[src/rtl/memoredf_lfsr_pkg.sv]
// memoredf_lfsr_pkg: shared types, LFSR tap table and reset constant for the random scheduler
package memoredf_lfsr_pkg;

    typedef enum logic [1:0] {IDLE, DRAW, OFFER} sched_state_t;

    // Reset state of the LFSR is a single one in the MSB
    localparam logic LFSR_RESET_MSB = 1'b1;

    // Maximal-length Fibonacci tap masks (bit i set = state[i] feeds the XOR)
    function automatic logic [31:0] lfsr_taps(input int width);
        case (width)
            8:       return 32'h0000_00B8;
            9:       return 32'h0000_0110;
            10:      return 32'h0000_0240;
            11:      return 32'h0000_0500;
            12:      return 32'h0000_0E08;
            13:      return 32'h0000_1C80;
            14:      return 32'h0000_3802;
            15:      return 32'h0000_6000;
            16:      return 32'h0000_B400;
            17:      return 32'h0001_2000;
            18:      return 32'h0002_0400;
            19:      return 32'h0007_2000;
            20:      return 32'h0009_0000;
            21:      return 32'h0014_0000;
            22:      return 32'h0030_0000;
            23:      return 32'h0042_0000;
            24:      return 32'h00E1_0000;
            25:      return 32'h0120_0000;
            26:      return 32'h0200_0023;
            27:      return 32'h0400_0013;
            28:      return 32'h0900_0000;
            29:      return 32'h1400_0000;
            30:      return 32'h2000_0029;
            31:      return 32'h4800_0000;
            32:      return 32'h8020_0003;
            default: return 32'h0000_0000;
        endcase
    endfunction

endpackage

[src/rtl/lfsr_random_scheduler_if.sv]
// lfsr_random_scheduler_if: control inputs and grant handshake of the random scheduler
interface lfsr_random_scheduler_if #(
    parameter int STATE_WIDTH      = 16,
    parameter int NUMBER_OF_QUEUES = 4,
    parameter int WEIGHT_WIDTH     = 8
);
    localparam int IDX_W = $clog2(NUMBER_OF_QUEUES);

    logic                                            mode;
    logic                                            seed_load;
    logic [STATE_WIDTH-1:0]                          seed_value;
    logic [NUMBER_OF_QUEUES-1:0][WEIGHT_WIDTH-1:0]   weights;
    logic [NUMBER_OF_QUEUES-1:0]                     empty;
    logic                                            grant_valid;
    logic                                            grant_ready;
    logic [IDX_W-1:0]                                grant_index;
    logic                                            grant_fallback;

    modport master (
        output mode, seed_load, seed_value, weights, empty, grant_ready,
        input  grant_valid, grant_index, grant_fallback
    );

    modport slave (
        input  mode, seed_load, seed_value, weights, empty, grant_ready,
        output grant_valid, grant_index, grant_fallback
    );

endinterface

[src/rtl/lfsr_core.sv]
// lfsr_core: free-running Fibonacci LFSR with seed load and all-zero lockup guard
module lfsr_core
    import memoredf_lfsr_pkg::*;
#(
    parameter int STATE_WIDTH = 16
) (
    input  logic                   clock,
    input  logic                   reset_n,
    input  logic                   seed_load,
    input  logic [STATE_WIDTH-1:0] seed_value,
    output logic [STATE_WIDTH-1:0] state
);
    localparam logic [STATE_WIDTH-1:0] TAPS        = STATE_WIDTH'(lfsr_taps(STATE_WIDTH));
    localparam logic [STATE_WIDTH-1:0] RESET_STATE = {LFSR_RESET_MSB, {(STATE_WIDTH-1){1'b0}}};

    logic [STATE_WIDTH-1:0] state_q, state_d;

    // Seed load beats the shift; a zero seed becomes 1 so the register can never lock up
    always_comb begin
        state_d = seed_load ? ((seed_value == '0) ? STATE_WIDTH'(1) : seed_value)
                            : {state_q[STATE_WIDTH-2:0], ^(state_q & TAPS)};
    end

    // State register, advances every cycle
    always_ff @(posedge clock or negedge reset_n) begin
        if (!reset_n) state_q <= RESET_STATE;
        else          state_q <= state_d;
    end

    assign state = state_q;

endmodule

[src/rtl/lfsr_random_scheduler.sv]
// lfsr_random_scheduler: LFSR-driven queue arbiter with rotation and weighted-lottery modes
module lfsr_random_scheduler
    import memoredf_lfsr_pkg::*;
#(
    parameter int STATE_WIDTH      = 16,
    parameter int NUMBER_OF_QUEUES = 4,
    parameter int WEIGHT_WIDTH     = 8,
    parameter int MAX_RETRIES      = 4
) (
    input logic                    clock,
    input logic                    reset_n,
    lfsr_random_scheduler_if.slave bus
);
    localparam int SUM_WIDTH = WEIGHT_WIDTH + $clog2(NUMBER_OF_QUEUES);
    localparam int IDX_W     = $clog2(NUMBER_OF_QUEUES);
    localparam int RETRY_W   = $clog2(MAX_RETRIES + 1);
    localparam logic [RETRY_W-1:0] LAST_RETRY = RETRY_W'(MAX_RETRIES - 1);

    logic [STATE_WIDTH-1:0] lfsr_state;
    logic [IDX_W-1:0]       rot_off, rot_pick, rot_j;
    logic [SUM_WIDTH-1:0]   total, draw;
    logic [IDX_W-1:0]       lot_pick;
    logic                   lot_hit;
    logic                   all_empty, no_weight;

    sched_state_t           fsm_q;
    logic [RETRY_W-1:0]     retry_q;
    logic                   grant_valid_q, grant_fallback_q;
    logic [IDX_W-1:0]       grant_index_q;

    lfsr_core #(.STATE_WIDTH(STATE_WIDTH)) u_core (
        .clock      (clock),
        .reset_n    (reset_n),
        .seed_load  (bus.seed_load),
        .seed_value (bus.seed_value),
        .state      (lfsr_state)
    );

    // Rotation: first non-empty queue scanning upward from state % N; scanning high k to low lets the smallest offset win
    always_comb begin
        rot_off  = IDX_W'(lfsr_state % STATE_WIDTH'(NUMBER_OF_QUEUES));
        rot_pick = '0;
        rot_j    = '0;
        for (int k = NUMBER_OF_QUEUES - 1; k >= 0; k--) begin
            rot_j = IDX_W'((int'(rot_off) + k) % NUMBER_OF_QUEUES);
            if (!bus.empty[rot_j]) rot_pick = rot_j;
        end
    end

    // Lottery: running weight sum over non-empty queues; first crossing above the draw is the pick, and any crossing means accept
    always_comb begin
        draw     = lfsr_state[SUM_WIDTH-1:0];
        total    = '0;
        lot_pick = '0;
        lot_hit  = 1'b0;
        for (int i = 0; i < NUMBER_OF_QUEUES; i++) begin
            total = total + (bus.empty[i] ? SUM_WIDTH'(0) : SUM_WIDTH'(bus.weights[i]));
            if (!lot_hit && draw < total) begin
                lot_pick = IDX_W'(i);
                lot_hit  = 1'b1;
            end
        end
    end

    assign all_empty = &bus.empty;
    assign no_weight = (total == '0);

    // Scheduler FSM with registered grant outputs held through OFFER
    always_ff @(posedge clock or negedge reset_n) begin
        if (!reset_n) begin
            fsm_q            <= IDLE;
            retry_q          <= '0;
            grant_valid_q    <= 1'b0;
            grant_index_q    <= '0;
            grant_fallback_q <= 1'b0;
        end else begin
            case (fsm_q)
                IDLE: begin
                    if (!all_empty) begin
                        if (bus.mode && !no_weight) begin
                            retry_q <= '0;
                            fsm_q   <= DRAW;
                        end else begin
                            grant_index_q    <= rot_pick;
                            grant_fallback_q <= bus.mode;
                            grant_valid_q    <= 1'b1;
                            fsm_q            <= OFFER;
                        end
                    end
                end
                DRAW: begin
                    if (all_empty) begin
                        fsm_q <= IDLE;
                    end else if (lot_hit) begin
                        grant_index_q    <= lot_pick;
                        grant_fallback_q <= 1'b0;
                        grant_valid_q    <= 1'b1;
                        fsm_q            <= OFFER;
                    end else if (no_weight || retry_q == LAST_RETRY) begin
                        grant_index_q    <= rot_pick;
                        grant_fallback_q <= 1'b1;
                        grant_valid_q    <= 1'b1;
                        fsm_q            <= OFFER;
                    end else begin
                        retry_q <= retry_q + 1'b1;
                    end
                end
                OFFER: begin
                    if (bus.grant_ready) begin
                        grant_valid_q <= 1'b0;
                        fsm_q         <= IDLE;
                    end
                end
                default: fsm_q <= IDLE;
            endcase
        end
    end

    assign bus.grant_valid    = grant_valid_q;
    assign bus.grant_index    = grant_index_q;
    assign bus.grant_fallback = grant_fallback_q;

endmodule

[src/flat_wrapper.sv]
// flat-port wrapper written by rule: the top's interface ports become plain ports
module lfsr_random_scheduler_flat import memoredf_lfsr_pkg::*;
#(
    parameter int STATE_WIDTH      = 16,
    parameter int NUMBER_OF_QUEUES = 4,
    parameter int WEIGHT_WIDTH     = 8,
    parameter int MAX_RETRIES      = 4
)
  (clock, reset_n, bus_mode, bus_seed_load, bus_seed_value, bus_weights, bus_empty, bus_grant_ready, bus_grant_valid, bus_grant_index, bus_grant_fallback);
  lfsr_random_scheduler_if #(.STATE_WIDTH(STATE_WIDTH), .NUMBER_OF_QUEUES(NUMBER_OF_QUEUES), .WEIGHT_WIDTH(WEIGHT_WIDTH)) bus_i ();
  input logic clock;
  input logic reset_n;
  input wire logic [$bits(bus_i.mode)-1:0] bus_mode;
  input wire logic [$bits(bus_i.seed_load)-1:0] bus_seed_load;
  input wire logic [$bits(bus_i.seed_value)-1:0] bus_seed_value;
  input wire logic [$bits(bus_i.weights)-1:0] bus_weights;
  input wire logic [$bits(bus_i.empty)-1:0] bus_empty;
  input wire logic [$bits(bus_i.grant_ready)-1:0] bus_grant_ready;
  output wire logic [$bits(bus_i.grant_valid)-1:0] bus_grant_valid;
  output wire logic [$bits(bus_i.grant_index)-1:0] bus_grant_index;
  output wire logic [$bits(bus_i.grant_fallback)-1:0] bus_grant_fallback;
  assign bus_i.mode = bus_mode;
  assign bus_i.seed_load = bus_seed_load;
  assign bus_i.seed_value = bus_seed_value;
  assign bus_i.weights = bus_weights;
  assign bus_i.empty = bus_empty;
  assign bus_i.grant_ready = bus_grant_ready;
  assign bus_grant_valid = bus_i.grant_valid;
  assign bus_grant_index = bus_i.grant_index;
  assign bus_grant_fallback = bus_i.grant_fallback;
  lfsr_random_scheduler #(.STATE_WIDTH(STATE_WIDTH), .NUMBER_OF_QUEUES(NUMBER_OF_QUEUES), .WEIGHT_WIDTH(WEIGHT_WIDTH), .MAX_RETRIES(MAX_RETRIES)) u_core (.clock(clock), .reset_n(reset_n), .bus(bus_i));
endmodule
[config.mk]
export PLATFORM = sky130hd
export DESIGN_NAME = lfsr_random_scheduler_flat
export DESIGN_NICKNAME = d
export VERILOG_FILES = /design/src/rtl/memoredf_lfsr_pkg.sv /design/src/rtl/lfsr_random_scheduler_if.sv /design/src/rtl/lfsr_core.sv /design/src/rtl/lfsr_random_scheduler.sv /design/src/flat_wrapper.sv
export SDC_FILE = /design/constraint.sdc
export NUM_CORES = 1
export LEC_CHECK = 0
export BUFFER_PORTS_ARGS = -buffer_cell sky130_fd_sc_hd__buf_4
export CAP_MARGIN = 20
export CELL_PAD_IN_SITES_DETAIL_PLACEMENT = 1
export CELL_PAD_IN_SITES_GLOBAL_PLACEMENT = 1
export CORE_MARGIN = 2
export CORE_UTILIZATION = 47
export CTS_CLUSTER_DIAMETER = 80
export DETAILED_ROUTE_END_ITERATION = 8
export GPL_TIMING_DRIVEN = 0
export PLACE_DENSITY = 0.86
export REMOVE_ABC_BUFFERS = 1
export SLEW_MARGIN = 20
export SYNTH_ARGS = -nofsm -noshare
export SYNTH_HDL_FRONTEND = slang
export SYNTH_HIERARCHICAL = 1
export SYNTH_SLANG_ARGS = --single-unit
export TNS_END_PERCENT = 100
[constraint.sdc]
create_clock -name clock -period 5.29 [get_ports clock]
set_input_delay 0.529 -clock clock [delete_from_list [all_inputs] [get_ports clock]]
set_output_delay 0.529 -clock clock [all_outputs]
set_load 0.05 [all_outputs]
* Yosys cells after proc, flatten, opt, wreduce, memory -nomap -nowiden
Cells that the tools add are included.
Operators by class: add/subtract/negate cells 7, order comparisons 8, equal/unequal tests 12, muxes and demuxes 56, reductions and logical operators 20
Operators by type and width (number):
- $lt A10 B10 Y1 | 4
- $mux W2 | 17
- $mux W16 | 2
- $mux W8 | 4
- $add A10 B10 Y10 | 3
- $mux W1 | 19
- $logic_not A16 Y1 | 1
- $reduce_xor A16 Y1 | 1
- $mux W3 | 5
- $lt A2 B3 Y1 const B | 4
- $ne A2 B2 Y1 const B | 6
- $reduce_and A6 Y1 | 2
- $logic_not A10 Y1 | 1
- $bmux W1 S2 | 4
- $pmux W2 S3 | 1
- $pmux W3 S2 | 1
- $reduce_and A5 Y1 | 1
- $add A2 B2 Y2 const B | 2
- $logic_and A1 B1 Y1 | 4
- $logic_not A1 Y1 | 4
- $ne A4 B1 Y1 const B | 1
- $pmux W2 S2 | 1
- $reduce_and A4 Y1 | 1
- $add A3 B1 Y3 const B | 1
- 13 further kinds | 13
Storage, ports and cells: flip-flop bits (word level) 25, bits of input ports 57, output and inout port bits 4

* Longest topological paths before layout
Gate-level depths: netlist (run 1).
depth in word-level cells 15, gate-level depth with buffers 28

* By module
Netlist (run 1), hierarchy kept.
Modules (own cells, without submodules):
- lfsr_random_scheduler | times used 1, cells each 339, area an instance 2698.8 um2
- lfsr_core | times used 1, cells each 43, area an instance 705.7 um2

* Worst setup path after synthesis (run 1)
Ideal clock, no wire load.
path type input to register, start in bus_empty[0], end reg u_core.retry_q[0], arrival time 5.792 ns, path slack -0.627 ns, stages 27, buffers on the path 1, path through clkbuf_1 -> nand2b_1 -> inv_1 -> ha_1 -> a21o_1 -> a21oi_1 -> o21bai_1 -> a21oi_1 -> xnor2_1 -> ha_1 -> a21oi_1 -> nor2b_1 -> xnor2_1 -> ha_1 -> nand3_1 -> a21o_1 -> and3b_1 -> nor3_1 -> nor2_1 -> ha_1 -> and4_1 -> o211ai_1 -> o211a_1 -> o32ai_1 -> o41ai_4 -> nor2_2 -> mux2_4
Between the ends: cells in the longest elaborated chain, start to end 14, elaborated cells on any way between the ends 29, classes of those cells add/sub (3); order compare (4); eq/ne (5); mux (5); reduce/logical (12)
RTL lines:
- from (decl) | RTL line flat_wrapper.sv:17 | input wire logic [$bits(bus_i.empty)-1:0] bus_empty;
- branches (longest 13 deep; another with $add A10 B10 Y10)
- $reduce_and A6 Y1 (no source line) *
- to (signal assigned) | RTL line lfsr_random_scheduler.sv:105 | retry_q <= retry_q + 1'b1;
- to (decl) | RTL line lfsr_random_scheduler.sv:27 | logic [RETRY_W-1:0] retry_q;
Mark *: on every way between the ends. A chain may end at the register's enable or synchronous reset.

* Worst setup path after layout (run 1)
start in bus_empty[1], end reg u_core.retry_q[1]
Between the ends: cells in the longest elaborated chain, start to end 13, elaborated cells on any way between the ends 26, classes of those cells add/sub (3); order compare (3); eq/ne (5); mux (4); reduce/logical (11)
RTL lines:
- branches (longest 12 deep; another with $add A10 B10 Y10)
- $reduce_and A6 Y1 (no source line) *
Marked as above.

==> results by group, run 1 <==
STA
  – Worst relative slew slack: between 40% and 50%
  – Final setup violation count: 9
  – Final worst path period need: about 5.8 ns
  – Setup_tns: -3.80 ns
  – Final worst-path cycle share: 110%
  – RSZ-0062 raised after global routing: true
  – Hold_ws: 0.144 ns
  – Final hold viol count: 0
  – Slew @ Worst Pin: 0.738 ns
  – Slew Viols, Final: 0
  – Setup ws final: -0.554 ns
  – Achievable frequency: between 150 and 200 MHz
  – Clock skew: 0.00469 ns

Synth
  – Syn avg cell area: 8.91 sq um
  – Post-Synth XOR/XNOR Area: 5.62%
  – Synth top cells by count: ha_1, inv_1, nor2b_1
  – Synth top area share: 21.7%
  – Top FF cell, synth: dfrtp_1
  – Synth Warn #: 6
  – Most common cell in the netlist: ha_1
  – Seq/Total Area, Yosys: 18.4%
  – Simple-Gate Fraction of Synth Area: about 20%
  – Post-synth top area cell: ha_1
  – Synth cell types: 62
  – Compound-Gate Fraction of Synth Area: 20.2%
  – Synth top area cells: ha_1, dfrtp_1, nor2b_1
  – #FFs+latches synth: 25
  – Post-synth EDFFs: 0
  – Ys async rst share: between 90% and 100%
  – Largest family of logic cells by synthesized area: adder cells
  – Post-synthesis mux area share: 7.02%
  – Synthesized area: 0.00340 sq mm
  – Adder-cell share of the synthesized area: around a quarter
  – Mapped Cells: about 380

Global route
  – First-pass GRT wire length: 18,000 microns
  – Pin count of the biggest net entering global routing: 26
  – GR Util All Layers: between 20 and 30%
  – Total grt overflow: 0
  – Initial antenna violation count: 0
  – Vias in the first global route: 3,678

Clock tree
  – Number of CTS-inserted buffers: 3
  – CTS root buffer: clkbuf_8
  – H-tree depth: 1
  – Post-CTS Hold Fix Bufs: 0
  – Clock Path Buffers: 2
  – Clk Latency, worst-skew pair: 0.27 ns
  – Clk slew on worst S/H paths: around 0.09 ns
  – CTS tree: done
  – Clock Sinks: 25

Hold path
  – HP Class: primary input to asynchronous set/reset pin

Cells and area
  – Design Area, Final: about 0.0047 sq mm
  – Final nets: 596
  – Area grow syn2layout: 38.4%
  – Final core utilization: 66.0%
  – Antenna Cells: 0
  – Layout cells sized above 1: 39.1%
  – Cell Count, Final, Fillers Out: 575

Run status
  – Status: complete, but fails checks
  – Failing checks: setup timing

Route
  – Via count: 3,523
  – Detail Route Antenna Nets: 0
  – Wirelength per Cell: 24.3 microns
  – Vias per std cell: 6.13
  – Aggregate routed wire length: ~14,000 microns
  – First-pass DRT Iterations: 4
  – Drc violations: 0
  – Initial drt markers: 206

Placement
  – GPL Wtd Cong: 0.861
  – Post-DP HPWL: roughly 7700 microns
  – Pre-CTS setup slack: -1.40 ns
  – Number of buffers added on ports: 60
  – Dpl cells: 535
  – Placement Cell Area: 0.00394 sq mm

Pwr
  – Leak: roughly 2.3 nW
  – Total power: 1.40 mW
  – Peak supply drop: 0.315 mV
  – PwrDens: 297 mW/mm^2

Die
  – Die width: 89.1 microns
  – Placeable Area: 0.00714 sq mm
  – Cell Rows: 31
  – Die height: 89.1 microns
  – Starting Density: between 40% and 50%
  – Ports: just over 60
  – Die area: 0.00794 sq mm

Critical path
  – Setup crit end kind: flop
  – CP startpoint kind: primary input
  – Max Fanout on Critical Path: 6
  – Critical Path AT: about 6 ns
  – Critical path type: primary input to flop
  – CP required: ~5.4 ns

Job
  – Max-Cap Viols: 0
## cells in the final DEF (no fill, tap or decap), types with 7 or more instances in the layout
cell type / count
buf_4: 92
ha_1: 50
inv_1: 38
nor2b_1: 31
dfrtp_1: 24
a21oi_1: 18
nor2_1: 16
nand2b_1: 14
nand2_1: 12
o21ai_0: 10
mux2_4: 10
a21o_1: 8
xnor2_2: 8
xnor2_1: 7
ha_4: 7
mux2_2: 7
## cells by family (layout without fill, tap and decap cells)
family / after synthesis / count (layout)
buffers and inverters: 46 / 140
and+or+nand+nor: 114 / 114
xor gates and xnor gates: 21 / 21
DFF: 25 / 25
muxes: 18 / 18
adders and majority gates: 62 / 62
AOI/OAI and AO/OA: 96 / 96
## layer usage
metal  global-route usage, %  up-vias  part of all wire [%]
li1                        -     1555                     -
met5                       0        -                     0
met4                    11.9        0                   5.7
met3                    3.60       71                   5.0
met2                    54.8      148                    52
met1                    34.6     1749                    37
## power by group
group / internal (mW) / switching (mW) / total [mW]
combinational: 0.440 / 0.555 / 0.995
sequential: 0.232 / 0.0579 / 0.290
clock: 0.0533 / 0.0617 / 0.115
total: 0.726 / 0.674 / 1.40
## final timing paths
kind,from,endpoint,slack [ns],depth (start not counted)
min in group clock,bus_grant_ready,u_core/bus.grant_valid,0.44,2
setup / recovery,bus_empty[1],u_core/retry_q[1],-0.55,27
max in group asynchronous,reset_n,u_core/u_core/state[15],4.86,1
hold / removal,reset_n,u_core/u_core/state[13],0.14,1
setup reg to reg,u_core/u_core/state[1],u_core/bus.grant_index[1],2.32,10
hold reg to reg,u_core/u_core/state[14],u_core/u_core/state[15],0.51,1
## timing repair
action                                  CTS  global route
endpoints found under the setup margin    9             9
pin swaps                                30            22
resized for setup                        47            33
buffers inserted                         27            10
## sequential cells by signal, indices dropped and copies added, names as in the netlist
name / cells
u_core/bus.grant_valid: 1
u_core/bus.grant_fallback: 1
u_core/u_core/state: 16
u_core/retry_q: 3
u_core/fsm_q: 2
u_core/bus.grant_index: 2
## critical path, stage by stage
cell and delay, ns:
buf_12 0.11, nand2b_4 0.14, inv_1 0.06, ha_1 0.22, a21o_1 0.21, a21oi_4 0.18
o21bai_2 0.13, a21oi_2 0.29, o21bai_1 0.13, a21oi_2 0.20, xnor2_2 0.10, ha_1 0.37
xnor2_2 0.19, ha_1 0.32, nand3_2 0.08, a21o_1 0.17, and3b_2 0.24, nor3_4 0.24
nor2_2 0.06, ha_1 0.30, and4_4 0.21, o211ai_1 0.13, o211a_1 0.30, o32ai_2 0.35
o41ai_4 0.22, buf_4 0.19, o31ai_1 0.32
## final cells by class
cell class / count / area, sq um
clock buffers: 3 / 41.3
clock inverters: 1 / 7.51
inverters: 40 / 150
multi-input cells: 311 / 3000
flip-flops and latches: 25 / 627
fillers: 819 / 2430
repair buffers: 96 / 762
well taps: 99 / 124
Power figures use the tool's default switching activity.
==> inputs of run 2 (changes only) <==
- CORE_UTILIZATION: 47 -> 43
- PLACE_DENSITY: 0.86 -> not set
- PLACE_DENSITY_LB_ADDON: not set -> 0.1
- clock period: 5.29 -> 6.2 ns (I/O delays scaled with it)
==> run 2 against run 1 <==
The flow now finishes without violations. Die area up 8.9%. Routed wire length down 35%. First-iteration DRC count down 56%. Clock power down 14%. Worst hold slack better by 0.094 ns. Utilization down 12 points. Critical path depth unchanged. Global-route usage down 7.6 points. Clock skew up 0.0056 ns. Design area down 12%. Critical path type unchanged.
==> results by group, run 2 (synthesis results as in run 1) <==
Critical path
  – Max Fanout on Critical Path: 12 (+6)
  – CP startpoint kind: primary input
  – Setup crit end kind: flop
  – Reg2Reg Depth: 9 (-1)
  – Critical Path AT: 6.03 ns (+0.04 ns)
  – Critical path type: primary input to flop
  – CP required: 6.35 ns (+0.91 ns)

Global route
  – GR Util All Layers: 22.1% (-7.6 points)
  – Vias in the first global route: 3,259 (-11%)
  – Initial antenna violation count: 0 (unchanged)
  – First-pass GRT wire length: 15,400 microns (-14%)
  – Total grt overflow: 0 (unchanged)
  – Pin count of the biggest net entering global routing: 26 (unchanged)

Die
  – Die width: 93.0 microns (+4.3%)
  – Starting Density: 44.3% (-3.4 points)
  – Die height: 93.0 microns (+4.3%)
  – Cell Rows: 32 (+3.2%)
  – Ports: 61 (unchanged)
  – Die area: 0.00865 sq mm (+8.9%)
  – Placeable Area: 0.00769 sq mm (+7.7%)

STA
  – Final worst path period need: between 5 and 6 ns
  – Slew Viols, Final: 0 (unchanged)
  – Clock skew: 0.0103 ns (+0.00564 ns)
  – Worst relative slew slack: 58.0% (+8.5 points)
  – Achievable frequency: 170 MHz
  – Slew @ Worst Pin: 0.628 ns (-0.111 ns)
  – Hold_ws: 0.238 ns (+0.0937 ns)
  – Final hold viol count: 0 (unchanged)
  – Final worst-path cycle share: 94.9%
  – Final setup violation count: 0 (-9)

Cells and area
  – Final nets: 568 (-4.7%)
  – Layout cells sized above 1: 26.6% (-13 points)
  – Design Area, Final: 0.00412 sq mm (-12%)
  – Max reg flops: 16 (unchanged)
  – Fillers: 956 (+17%)
  – Multi-input gate area: 0.00266 sq mm (-11%)
  – Area grow syn2layout: 21.1%
  – Most common cell after layout, fill and taps aside: buf_4
  – Cell Count, Final, Fillers Out: 550 (-4.3%)
  – Commonest cells after routing, fill and taps aside: buf_4, ha_1, inv_1
  – FF+latch area: 627 sq um (unchanged)
  – Antenna Cells: 0 (unchanged)
  – Final core utilization: 53.6% (-12 points)

Run status
  – Status: complete, no violations

Route
  – Drc violations: 0 (unchanged)
  – First-pass DRT Iterations: 4 (unchanged)
  – Initial drt markers: 90 (-56%)
  – Aggregate routed wire length: 9140 microns (-35%)
  – Metal3 WL: 162 microns (-77%)
  – Vias per std cell: 5.44 (-11%)
  – Metal-1 WL: 4270 microns (-18%)
  – Detail Route Antenna Nets: 0 (unchanged)
  – Met2 wire length: 4660 microns (-36%)
  – Via count: 2,992 (-15%)
  – Max Used Layer: met4
  – Wirelength per Cell: 16.6 microns (-32%)

Clock tree
  – Clock Path Buffers: 2 (unchanged)
  – Clk Latency, worst-skew pair: 0.27 ns (about the same)
  – Number of CTS-inserted buffers: 3 (unchanged)
  – Clock Sinks: 25 (unchanged)
  – Clk slew on worst S/H paths: 0.09 ns (about the same)
  – CTS root buffer: clkbuf_8
  – H-tree depth: 1 (unchanged)
  – CTS tree: done

Placement
  – GPL Wtd Cong: 0.820 (-4.7%)
  – Dpl cells: 538 (+0.56%)
  – Number of buffers added on ports: 60 (unchanged)
  – Post-DP HPWL: 7550 microns (-2.4%)
  – Placement Cell Area: 0.00394 sq mm (about the same)

Hold path
  – HP Class: primary input to asynchronous set/reset pin

Pwr
  – Total power: 0.992 mW (-29%)
  – PwrDens: 241 mW/mm^2 (-19%)
  – Leak: 1.98 nW (-12%)
  – Peak supply drop: 0.251 mV (-20%)

Job
  – Max-Cap Viols: 0 (unchanged)
## run 2: repair_timing
item,4_1_cts,5_1_grt
hold buffers,0,0
buffers inserted,0,8
pin swaps,0,11
gates resized for setup,2,12
endpoints found under the setup margin,6,9
## run 2: worst max-delay path: stages
cell and delay, ns:
buf_4 0.16, nor2b_1 0.13, ha_2 0.19, inv_1 0.06
fa_2 0.41, nand2b_4 0.16, a21oi_4 0.22, xor2_2 0.21
ha_1 0.32, a21oi_2 0.19, o21bai_1 0.09, a21oi_1 0.16
xnor2_1 0.12, ha_1 0.32, nand3_1 0.10, a21o_1 0.18
and3b_2 0.24, nor3_4 0.22, nor2_1 0.07, ha_1 0.29
and4_1 0.22, o211ai_1 0.10, o211a_1 0.25, o32ai_2 0.28
o41ai_4 0.22, nor2_2 0.20, mux2_4 0.31
## run 2: cell type report
| class | instances | area share, % |
|---|---|---|
| tap | 102 | 3.10 |
| timing repair buffer | 68 | 12.4 |
| inverter | 40 | 3.64 |
| clock inverter | 1 | 0.212 |
| clock buffer | 3 | 1.00 |
| sequential | 25 | 15.2 |
| multi-input combinational | 311 | 64.5 |
## run 2: stage by stage
step	setup WS, ns	setup TNS, ns
global placement	-0.361	-1.72
finish	0.319	0
CTS	0.0213	0
floorplan	0.385	0
detailed placement	-0.506	-2.83
global route	-0.0111	-0.0111
## run 2: power by group
part / total, mW / internal, mW / switching [mW]
Sequential: 0.242 / 0.198 / 0.0440
Clock: 0.0986 / 0.0470 / 0.0516
Combinational: 0.651 / 0.293 / 0.358
Total: 0.992 / 0.538 / 0.454
## run 2: metal layers
metal  up-vias  GRT usage [%]
met5         -              0
li1       1501              -
met2        35           40.6
met3         4           1.29
met1      1452           29.4
met4         0           2.57
## run 2: path summary, 6_finish.rpt
path	startpoint	to	slack (ns)
max	bus_empty[1]	u_core/retry_q[0]	0.32
min	reset_n	u_core/fsm_q[0]	0.24
max reg2reg	u_core/u_core/state[1]	u_core/retry_q[0]	3.48
min reg2reg	u_core/u_core/state[14]	u_core/u_core/state[15]	0.52
max in group asynchronous	reset_n	u_core/u_core/state[15]	5.68
min in group clock	u_core/u_core/state[14]	u_core/u_core/state[15]	0.52
==> inputs of run 3 (changes only) <==
- CORE_ASPECT_RATIO: not set -> 0.8
==> run 3 against run 2 <==
Setup slack got worse by 0.068 ns. Worst hold slack worse by 0.00068 ns. Sequential power barely moved. Critical path type unchanged. Highest routed layer unchanged. Register-to-register slack worse by 0.08 ns.
==> results by group, run 3 (synthesis results as in run 1) <==
Placement
  – Number of buffers added on ports: 60 (unchanged)
  – GPL Wtd Cong: 0.815 (-0.62%)
  – Post-DP HPWL: 8050 microns (+6.7%)

Die
  – Die area: 0.00865 sq mm (about the same)
  – Cell Rows: 28 (-13%)
  – Placeable Area: 0.00753 sq mm (-2.0%)
  – Ports: 61 (unchanged)
  – Starting Density: 45.2% (+0.91 points)
  – Die height: 83.6 microns (-10%)
  – Die width: 103 microns (+11%)

Run status
  – Status: complete, no violations

Critical path
  – Worst path slowest cell: fa_2
  – Crit-path most repeated cell: ha_1
  – Critical path type: primary input to flop
  – Worst path max stage delay: 0.40 ns (about the same)
  – Crit path launch: bus_empty[1]
  – Crit path buf inv count: 2 (unchanged)
  – Reg2Reg Depth: 9 (unchanged)
  – Max Fanout on Critical Path: 12 (unchanged)
  – Critical path endpoint: u_core/retry_q[0]
  – Critical Path AT: 6.11 ns (+0.08 ns)
  – Worst r2r src: u_core/u_core/state[3]
  – Top delay family on crit path: adder cells
  – Setup slack, reg-to-reg: 3.40 ns (-0.08 ns)
  – RR Endpoint: u_core/retry_q[0]
  – CP startpoint kind: primary input
  – CP required: 6.36 ns (about the same)
  – Setup crit end kind: flop
  – Crit. path cell count: 26 (-3.7%)

STA
  – Final worst-path cycle share: 96.0% (+1.1 points)
  – Final hold viol count: 0 (unchanged)
  – Clock skew: 0.00245 ns (-0.00789 ns)
  – Slew @ Worst Pin: 0.651 ns (+0.0233 ns)
  – Slew Viols, Final: 0 (unchanged)
  – Achievable frequency: 168 MHz (-1.1%)
  – Final setup violation count: 0 (unchanged)
  – Final worst path period need: 5.95 ns (+0.0680 ns)
  – Worst relative slew slack: 56.5% (-1.6 points)

Cells and area
  – Max reg flops: 16 (unchanged)
  – Antenna Cells: 0 (unchanged)
  – Final nets: 564 (-0.70%)
  – Layout cells sized above 1: 27.5% (+0.91 points)
  – Most common cell after layout, fill and taps aside: buf_4
  – Commonest cells after routing, fill and taps aside: buf_4, ha_1, inv_1
  – Area grow syn2layout: 21.3%
  – Final core utilization: 54.8% (+1.2 points)

Global route
  – Pin count of the biggest net entering global routing: 26 (unchanged)
  – GR Util All Layers: 22.7% (+0.57 points)
  – Total grt overflow: 0 (unchanged)
  – Vias in the first global route: 3,153 (-3.3%)
  – First-pass GRT wire length: 15,400 microns (about the same)
  – Initial antenna violation count: 0 (unchanged)

Clock tree
  – Clk slew on worst S/H paths: 0.09 ns (about the same)
  – Clk Latency, worst-skew pair: 0.27 ns (about the same)
  – H-tree depth: 1 (unchanged)
  – CTS root buffer: clkbuf_8
  – Number of CTS-inserted buffers: 3 (unchanged)
  – Clock Path Buffers: 2 (unchanged)
  – CTS tree: done
  – Post-CTS Hold Fix Bufs: 0 (unchanged)
  – Clock Sinks: 25 (unchanged)

Route
  – Initial drt markers: 33 (-63%)
  – Vias per std cell: 5.48 (+0.75%)
  – Aggregate routed wire length: 9550 microns (+4.5%)
  – Wirelength per Cell: 17.4 microns (+4.7%)
  – Detail Route Antenna Nets: 0 (unchanged)
  – Drc violations: 0 (unchanged)
  – First-pass DRT Iterations: 4 (unchanged)
  – Via count: 3,009 (+0.57%)

Hold path
  – HP Class: primary input to asynchronous set/reset pin

Pwr
  – Leak: 1.97 nW (-0.58%)
  – Peak supply drop: 0.210 mV (-16%)
  – Total power: 0.999 mW (+0.69%)
  – PwrDens: 242 mW/mm^2 (+0.53%)

Job
  – Max-Cap Viols: 0 (unchanged)
[run 3: cell count changes in the layout (fill, tap and decap cells not counted), moves of 2 or more]
cell	previous run	this run
buf_4	68	64
ha_1	57	55
ha_2	1	3
nor2b_1	35	33
nor2b_2	0	2
[run 3: power by group]
part / leakage (nW) / switching, mW / total [mW] / internal (mW)
clock: 0.0255 / 0.0521 / 0.0971 / 0.0450
combinational: 1.65 / 0.364 / 0.659 / 0.295
sequential: 0.298 / 0.0446 / 0.243 / 0.198
total: 1.97 / 0.461 / 0.999 / 0.538
[run 3: worst min path at each step]
stage | from | endpoint | slack [ns] | cells after the start
final | reset_n | u_core/bus.grant_valid | 0.24 | 1
after global routing | reset_n | u_core/bus.grant_index[0] | 0.25 | 1
after CTS | reset_n | u_core/bus.grant_valid | 0.24 | 1
after detailed placement | u_core/u_core/state[14] | u_core/u_core/state[15] | 0.47 | 1
after global placement | u_core/u_core/state[14] | u_core/u_core/state[15] | 0.46 | 1
after floorplan | reset_n | u_core/bus.grant_fallback | 0.32 | 0
[run 3: layout make-up]
| class | instances | area (sq um) |
|---|---|---|
| clock buffers | 3 | 41.3 |
| repair buffers | 64 | 480 |
| well taps | 105 | 131 |
| flip-flops and latches | 25 | 627 |
| inverters | 40 | 150 |
| multi-input cells | 311 | 2690 |
| clock inverters | 1 | 5.00 |
| fillers | 913 | 3400 |
[run 3: layer usage]
metal | vias to the layer above | share of wire [%] | global-route usage (%)
li1 | 1488 | - | -
met1 | 1482 | 48 | 31.6
met2 | 35 | 49 | 38.8
met3 | 4 | 2.0 | 2.85
met4 | 0 | 0.28 | 1.32
met5 | - | 0 | 0
[run 3: per-stage QoR]
step / hold WS, ns / cell area [sq um] / setup slack (ns) / instances / TNS [ns]
2_1_floorplan: 0.324 / 3360 / 0.385 / 376 / 0
3_3_place_gp: 0.459 / 3950 / -0.565 / 541 / -3.53
3_5_place_dp: 0.468 / 3950 / -0.684 / 541 / -4.64
4_1_cts: 0.245 / 4020 / 0.0104 / 545 / 0
5_1_grt: 0.249 / 4130 / -0.0168 / 549 / -0.0168
6_report: 0.237 / 4130 / 0.251 / 549 / 0
[run 3: repair_timing]
item	CTS	global route
gates resized for setup	4	18
setup buffers	0	4
endpoints found under the setup margin	9	9
pin swaps	0	11
